<file path="config.mk">
export PLATFORM = sky130hd
export DESIGN_NAME = cordic_div_core_flat
export DESIGN_NICKNAME = d
export VERILOG_FILES = /design/src/rtl/cordic_div_if.sv /design/src/rtl/cordic_div_core.sv /design/src/flat_wrapper.sv
export SDC_FILE = /design/constraint.sdc
export NUM_CORES = 1
export LEC_CHECK = 0
export CAP_MARGIN = 20
export CELL_PAD_IN_SITES_DETAIL_PLACEMENT = 1
export CELL_PAD_IN_SITES_GLOBAL_PLACEMENT = 1
export CORE_ASPECT_RATIO = 1.25
export CORE_MARGIN = 10
export CORE_UTILIZATION = 35
export CTS_CLUSTER_SIZE = 28
export DETAILED_ROUTE_END_ITERATION = 8
export PLACE_DENSITY = 0.76
export SLEW_MARGIN = 30
export SYNTH_ARGS = -nofsm -noshare
export SYNTH_HDL_FRONTEND = slang
export SYNTH_SLANG_ARGS = --single-unit
</file>
<file path="constraint.sdc">
create_clock -name clk -period 14.6 [get_ports clk]
set_input_delay 2.92 -clock clk [delete_from_list [all_inputs] [get_ports clk]]
set_output_delay 2.92 -clock clk [all_outputs]
set_load 0.05 [all_outputs]
</file>
<file path="src/rtl/cordic_div_if.sv">
// Request/response bundle for the linear-mode CORDIC divider.
// Optional flag signals ovf/dz exist only when CORDIC_DIV_FLAGS_EN is defined.
interface cordic_div_if #(
  parameter int N = 16
);
  logic [N-1:0] a;
  logic [N-1:0] b;
  logic         start;
  logic [N-1:0] c;
  logic         rdy;
  logic         busy;
`ifdef CORDIC_DIV_FLAGS_EN
  logic         ovf;
  logic         dz;

  modport master (
    output a, b, start,
    input  c, rdy, busy, ovf, dz
  );
  modport slave (
    input  a, b, start,
    output c, rdy, busy, ovf, dz
  );
`else
  modport master (
    output a, b, start,
    input  c, rdy, busy
  );
  modport slave (
    input  a, b, start,
    output c, rdy, busy
  );
`endif
endinterface

</file>
<file path="src/rtl/cordic_div_core.sv">
// Iterative fixed-point divider c = a/b, linear vectoring CORDIC, one step/clk.
// Define CORDIC_DIV_FLAGS_EN to expose the ovf/dz status flags.
module cordic_div_core #(
  parameter int N    = 16,
  parameter int FRAC = 8
) (
  input  logic        clk,
  input  logic        rst,
  cordic_div_if.slave io
);

  localparam int YW = 2*N + 2;
  localparam int ZW = N + 2;
  localparam int CW = $clog2(N);

  localparam logic signed [ZW-1:0] ZMAX = {3'b000, {(N-1){1'b1}}};
  localparam logic signed [ZW-1:0] ZMIN = {3'b111, {(N-1){1'b0}}};
  localparam logic [N-1:0] CMAX = {1'b0, {(N-1){1'b1}}};
  localparam logic [N-1:0] CMIN = {1'b1, {(N-1){1'b0}}};

  typedef enum logic [1:0] {IDLE, RUN, FIN} state_t;

  state_t               state_q, state_d;
  logic signed [YW-1:0] y_q, y_d;
  logic signed [YW-1:0] x_q, x_d;
  logic signed [ZW-1:0] z_q, z_d;
  logic [CW-1:0]        cnt_q, cnt_d;
  logic                 bz_q, bz_d;
  logic                 sa_q, sa_d;
  logic                 rdy_q, rdy_d;
  logic [N-1:0]         c_q, c_d;
  logic [N-1:0]         res_c;
  logic signed [YW-1:0] x_sh;
  logic signed [ZW-1:0] z_unit;
`ifdef CORDIC_DIV_FLAGS_EN
  logic                 ovf_q, ovf_d;
  logic                 dz_q, dz_d;
  logic                 res_ovf;
`endif

  assign x_sh   = x_q <<< cnt_q;
  assign z_unit = {{(ZW-1){1'b0}}, 1'b1} << cnt_q;

  // Saturate on divide-by-zero (sign follows dividend) or z out of range
  always_comb begin
    res_c = z_q[N-1:0];
`ifdef CORDIC_DIV_FLAGS_EN
    res_ovf = 1'b0;
`endif
    if (bz_q) begin
      res_c = sa_q ? CMIN : CMAX;
`ifdef CORDIC_DIV_FLAGS_EN
      res_ovf = 1'b1;
`endif
    end else if (z_q > ZMAX) begin
      res_c = CMAX;
`ifdef CORDIC_DIV_FLAGS_EN
      res_ovf = 1'b1;
`endif
    end else if (z_q < ZMIN) begin
      res_c = CMIN;
`ifdef CORDIC_DIV_FLAGS_EN
      res_ovf = 1'b1;
`endif
    end
  end

  always_comb begin
    state_d = state_q;
    y_d     = y_q;
    x_d     = x_q;
    z_d     = z_q;
    cnt_d   = cnt_q;
    bz_d    = bz_q;
    sa_d    = sa_q;
    c_d     = c_q;
    rdy_d   = 1'b0;
`ifdef CORDIC_DIV_FLAGS_EN
    ovf_d   = ovf_q;
    dz_d    = dz_q;
`endif
    unique case (state_q)
      IDLE: begin
        if (io.start) begin
          state_d = RUN;
          y_d     = {{(YW-N){io.a[N-1]}}, io.a} << FRAC;
          x_d     = {{(YW-N){io.b[N-1]}}, io.b};
          z_d     = '0;
          cnt_d   = CW'(N-1);
          bz_d    = (io.b == '0);
          sa_d    = io.a[N-1];
        end
      end
      RUN: begin
        // A zero remainder freezes y/z so exact quotients stay exact
        if (y_q != '0) begin
          if (y_q[YW-1] == x_q[YW-1]) begin
            y_d = y_q - x_sh;
            z_d = z_q + z_unit;
          end else begin
            y_d = y_q + x_sh;
            z_d = z_q - z_unit;
          end
        end
        if (cnt_q == '0) state_d = FIN;
        else             cnt_d   = cnt_q - 1'b1;
      end
      FIN: begin
        state_d = IDLE;
        rdy_d   = 1'b1;
        c_d     = res_c;
`ifdef CORDIC_DIV_FLAGS_EN
        ovf_d   = res_ovf;
        dz_d    = bz_q;
`endif
      end
      default: state_d = IDLE;
    endcase
  end

  always_ff @(posedge clk) begin
    if (rst) begin
      state_q <= IDLE;
      y_q     <= '0;
      x_q     <= '0;
      z_q     <= '0;
      cnt_q   <= '0;
      bz_q    <= 1'b0;
      sa_q    <= 1'b0;
      c_q     <= '0;
      rdy_q   <= 1'b0;
`ifdef CORDIC_DIV_FLAGS_EN
      ovf_q   <= 1'b0;
      dz_q    <= 1'b0;
`endif
    end else begin
      state_q <= state_d;
      y_q     <= y_d;
      x_q     <= x_d;
      z_q     <= z_d;
      cnt_q   <= cnt_d;
      bz_q    <= bz_d;
      sa_q    <= sa_d;
      c_q     <= c_d;
      rdy_q   <= rdy_d;
`ifdef CORDIC_DIV_FLAGS_EN
      ovf_q   <= ovf_d;
      dz_q    <= dz_d;
`endif
    end
  end

  assign io.c    = c_q;
  assign io.rdy  = rdy_q;
  assign io.busy = (state_q != IDLE);
`ifdef CORDIC_DIV_FLAGS_EN
  assign io.ovf  = ovf_q;
  assign io.dz   = dz_q;
`endif

endmodule

</file>
<file path="src/flat_wrapper.sv">
// flat-port wrapper written by rule: the top's interface ports become plain ports
module cordic_div_core_flat 
#(
  parameter int N    = 16,
  parameter int FRAC = 8
)
  (clk, rst, io_a, io_b, io_start, io_c, io_rdy, io_busy);
  cordic_div_if #(.N(N)) io_i ();
  input  logic clk;
  input  logic rst;
  input wire logic [$bits(io_i.a)-1:0] io_a;
  input wire logic [$bits(io_i.b)-1:0] io_b;
  input wire logic [$bits(io_i.start)-1:0] io_start;
  output wire logic [$bits(io_i.c)-1:0] io_c;
  output wire logic [$bits(io_i.rdy)-1:0] io_rdy;
  output wire logic [$bits(io_i.busy)-1:0] io_busy;
  assign io_i.a = io_a;
  assign io_i.b = io_b;
  assign io_i.start = io_start;
  assign io_c = io_i.c;
  assign io_rdy = io_i.rdy;
  assign io_busy = io_i.busy;
  cordic_div_core #(.N(N), .FRAC(FRAC)) u_core (.clk(clk), .rst(rst), .io(io_i));
endmodule
</file>
==> out/metrics.json <==
{
  "port_buffers": {"value": 52},
  "dpl_worst_slack": {"value": 8.31, "unit": "ns"},
  "place.detailed.instances": {"value": 1449},
  "finalHoldWorstSlack": {"value": 0.490, "unit": "ns"},
  "worst_clock_skew": {"value": 0.0161, "unit": "ns"},
  "async_flop_share": {"value": 0, "unit": "%"},
  "clock_power_share": {"value": 18.6, "unit": "%"},
  "holdCritPathClass": {"value": "reg -> reg"},
  "ys.flop_type": {"value": "sky130_fd_sc_hd__dfxtp_1"},
  "synth_fp_nets": {"value": 1220},
  "detailed_place.area": {"value": 9190, "unit": "um2"},
  "worst_hold_startpoint": {"value": "u_core.y_q[3]"},
  "leading_cell_type_in_the_layout_fill_and_taps_excluded": {"value": "sky130_fd_sc_hd__nand2_1"},
  "r2r_slack": {"value": 8.36, "unit": "ns"},
  "synth-warning-count": {"value": 0},
  "power.switching_fraction": {"value": 46.5, "unit": "%"},
  "fp-row-count": {"value": 63},
  "max_clock_freq": {"value": 160, "unit": "MHz"},
  "cellInternalPower": {"value": 721, "unit": "uW"},
  "hold_violations": {"value": 0},
  "whs_endpoint": {"value": "u_core.y_q[3]"},
  "i_o_pin_count": {"value": 53},
  "worst_pin_slew": {"value": 0.831, "unit": "ns"},
  "layout.cells.most_common_list": {"value": "129 x sky130_fd_sc_hd__nand2_1, 118 x sky130_fd_sc_hd__a21oi_1, 105 x sky130_fd_sc_hd__nor2_1, 101 x sky130_fd_sc_hd__o21ai_0, 91 x sky130_fd_sc_hd__dfxtp_1"},
  "globalplace.congestion": {"value": 0.889},
  "start_kind": {"value": "flop"},
  "wirelength": {"value": 27900, "unit": "um"},
  "max-clock-path-buffers": {"value": 2},
  "via_count_of_the_first_global_routing_pass": {"value": 8584},
  "post_drt_via_cell_ratio": {"value": 5.80},
  "grt.total_usage": {"value": 17.7, "unit": "%"},
  "worst-endpoint-required": {"value": 14.86, "unit": "ns"},
  "cts.clk_slew.worst_paths": {"value": 0.08, "unit": "ns"},
  "ctsResizeCount": {"value": 0},
  "final.setup.tns": {"value": 0, "unit": "ns"},
  "r2r.worst_path.cells": {"value": 18},
  "outcome": {"value": "completed"},
  "timing.max_cap.violations": {"value": 0},
  "fin_crit_sh": {"value": 42.8, "unit": "%"},
  "timing.final.crit_period": {"value": 6.24, "unit": "ns"},
  "drt_iter0_drc": {"value": 398},
  "path_max_fanout": {"value": 28},
  "worstPathCellList": {"value": "mux2_2 > a22oi_1 > a311oi_1 > or4b_4 > nor4_4 > inv_1 > o21ai_0 > xor2_1 > ha_1 > a21o_1 > a21o_1 > a2111oi_0 > nor3_1 > o21ai_0 > a21oi_1 > o41ai_1 > or4b_2 > nand3_1"},
  "vdd.ir_drop.worst": {"value": 58.5, "unit": "uV"},
  "first_pass_grt_wire_length": {"value": 46100, "unit": "um"},
  "post_cts_hold_buffer_count": {"value": 0},
  "floorplan.initialDensity": {"value": 35.7, "unit": "%"},
  "die_w": {"value": 160, "unit": "um"},
  "overflow": {"value": 0},
  "cts_setup_buffers": {"value": 0},
  "worst_path_max_delay_cell": {"value": "sky130_fd_sc_hd__dfxtp_2"},
  "syn_to_final_growth": {"value": 11.4, "unit": "%"},
  "powerDensity": {"value": 142, "unit": "nW/um2"},
  "ys_types": {"value": 77},
  "avgSynthCellArea": {"value": 7.57, "unit": "um2"},
  "wire_per_inst": {"value": 19.1, "unit": "um"},
  "synthCells": {"value": 1126},
  "final_nets": {"value": 1229},
  "finalNonFillerCells": {"value": 1465},
  "design_area": {"value": 9500, "unit": "um2"},
  "finalWorstSetupSlack": {"value": 8.36, "unit": "ns"},
  "comb_power_share": {"value": 57.9, "unit": "%"},
  "max_h_tree_level": {"value": 3},
  "drt.antenna.violating_nets": {"value": 0},
  "postSynthRegisterBits": {"value": 93},
  "power_leakage": {"value": 0.00377, "unit": "uW"},
  "tritoncts.num_buffers": {"value": 9},
  "initial_antenna_violation_count": {"value": 0},
  "tritoncts": {"value": "done"},
  "dp.final_hpwl": {"value": 21100, "unit": "um"},
  "worst_skew_pair.late_latency": {"value": 0.38, "unit": "ns"},
  "cp_slowest_stage_delay": {"value": 0.77, "unit": "ns"},
  "switching_power": {"value": 628, "unit": "uW"},
  "clock_sinks": {"value": 93},
  "timing.setup.critical_path_class": {"value": "reg -> reg"},
  "detailroute.via_count": {"value": 8499},
  "slew_headroom": {"value": 44.4, "unit": "%"},
  "drv_slew": {"value": 0},
  "worstPathArrival": {"value": 6.50, "unit": "ns"},
  "cts_root_buffer": {"value": "sky130_fd_sc_hd__clkbuf_16"},
  "die_height": {"value": 194, "unit": "um"},
  "firstDrtPassIters": {"value": 4},
  "r2r_end": {"value": "u_core.y_q[32]"},
  "reg2reg_from": {"value": "u_core.cnt_q[0]"},
  "setup_violations": {"value": 0},
  "proportion_of_layout_cells_with_a_drive_suffix_above_1": {"value": 6.32, "unit": "%"},
  "hold-path-cell-count": {"value": 2},
  "share_of_synthesized_area_occupied_by_flip_flops_and_latches": {"value": 21.8, "unit": "%"},
  "power.sequential.fraction": {"value": 23.4, "unit": "%"},
  "placeableCoreArea": {"value": 23900, "unit": "um2"},
  "grt_setup_unrepaired": {"value": "no"},
  "post_synth_instance_area": {"value": 8520, "unit": "um2"},
  "grt_max_degree": {"value": 46},
  "floorplan.die_area": {"value": 31000, "unit": "um2"},
  "drcViolationCount": {"value": 0},
  "number_of_synthesized_flops_with_an_enable_pin": {"value": 0},
  "worst_setup_path_end_kind": {"value": "flop"}
}
sequential cells by signal (all words and copies together), names as in the netlist, 2 cells and up:
name            count
u_core.cnt_q        4
u_core.io.c        16
u_core.state_q      2
u_core.y_q         34
u_core.z_q         18
u_core.x_q         16
metal layers:
metal / vias to the layer above / track usage [%] / wire, um
met5: - / 0 / 0
met4: 0 / 5.10 / 393
met3: 27 / 2.26 / 854
met2: 116 / 30.2 / 13500
met1: 4191 / 22.7 / 13200
li1: 4165 / - / -
synthesized netlist by cell type, drive strengths merged, types with 5 or more instances:
master  count  area share (%)
nand2     130             5.8
a21oi     119             7.0
nor2      106             4.7
o21ai     103             6.0
dfxtp      93              22
ha         57             8.4
clkbuf     53             3.4
inv        33             1.5
xor2       32             3.3
xnor2      30             3.1
nand3      28             1.6
nor3       27             1.6
a211oi     20             1.8
mux2i      20             2.3
a21o       18             1.6
a22oi      18             1.6
nor4       17             1.4
mux4       15             4.4
buf        14            0.92
o31ai      14             1.2
a31oi      13            0.95
a311oi     12             1.2
nor2b      11            0.81
and2        9            0.66
and3        9            0.66
nand2b      9            0.66
or2         9            0.66
or3         9            0.73
o21a        8            0.70
nand4       7            0.51
o21bai      6            0.53
o221ai      6            0.62
a21boi      5            0.44
a22o        5            0.54
o41ai       5            0.51
power by group through the flow:
stage	logic (uW)	clock network, uW	registers [uW]
finish	781	251	316
global route	875	267	320
CTS	778	257	315
detailed placement	772	0	321
global placement	754	0	319
floorplan	604	0	306
stage by stage:
stage          util (%)  power (uW)
4_1_cts            39.7        1350
3_3_place_gp       38.5        1070
3_5_place_dp       38.5        1090
2_1_floorplan         -         910
6_report           39.8        1350
5_1_grt            39.8        1460
how the worst max path moves through the flow:
stage,startpoint,end,slack [ns],depth (start not counted)
floorplan,u_core.cnt_q[0],u_core.y_q[32],9.32,21
global placement,u_core.cnt_q[0],u_core.y_q[32],8.29,17
detailed placement,u_core.cnt_q[1],u_core.y_q[32],8.31,18
CTS,u_core.cnt_q[1],u_core.y_q[32],8.27,18
global route,u_core.cnt_q[0],u_core.y_q[32],7.81,18
finish,u_core.cnt_q[0],u_core.y_q[32],8.36,18
worst max-delay path: cells and delay by family (launching register included):
kind	cells	cell delay, ns
fa+ha+maj	1	0.34
mux	1	0.43
simple gates	5	1.51
xor+xnor	1	0.18
buf+inv	1	0.11
flops	1	0.77
compound gates	9	2.79
kinds of logic after synthesis:
kind of cell,share of synthesized area (%)
adder cells (fa/ha/maj),8.84
buffers and inverters,5.89
flip-flops,21.8
XOR/XNOR,6.37
AO/OA/AOI/OAI,28.0
AND/OR/NAND/NOR,21.8
multiplexers,7.28
cell type report:
type,count,area (um2)
Inverter,33,124
Clock buffer,10,229
Antenna cell,1,2.50
Sequential cell,93,1860
Fill cell,2972,14400
Clock inverter,5,66.3
Multi-Input combinational cell,932,6180
Timing Repair Buffer,66,621
Tap cell,325,407
(Power assumes the default switching activity.)
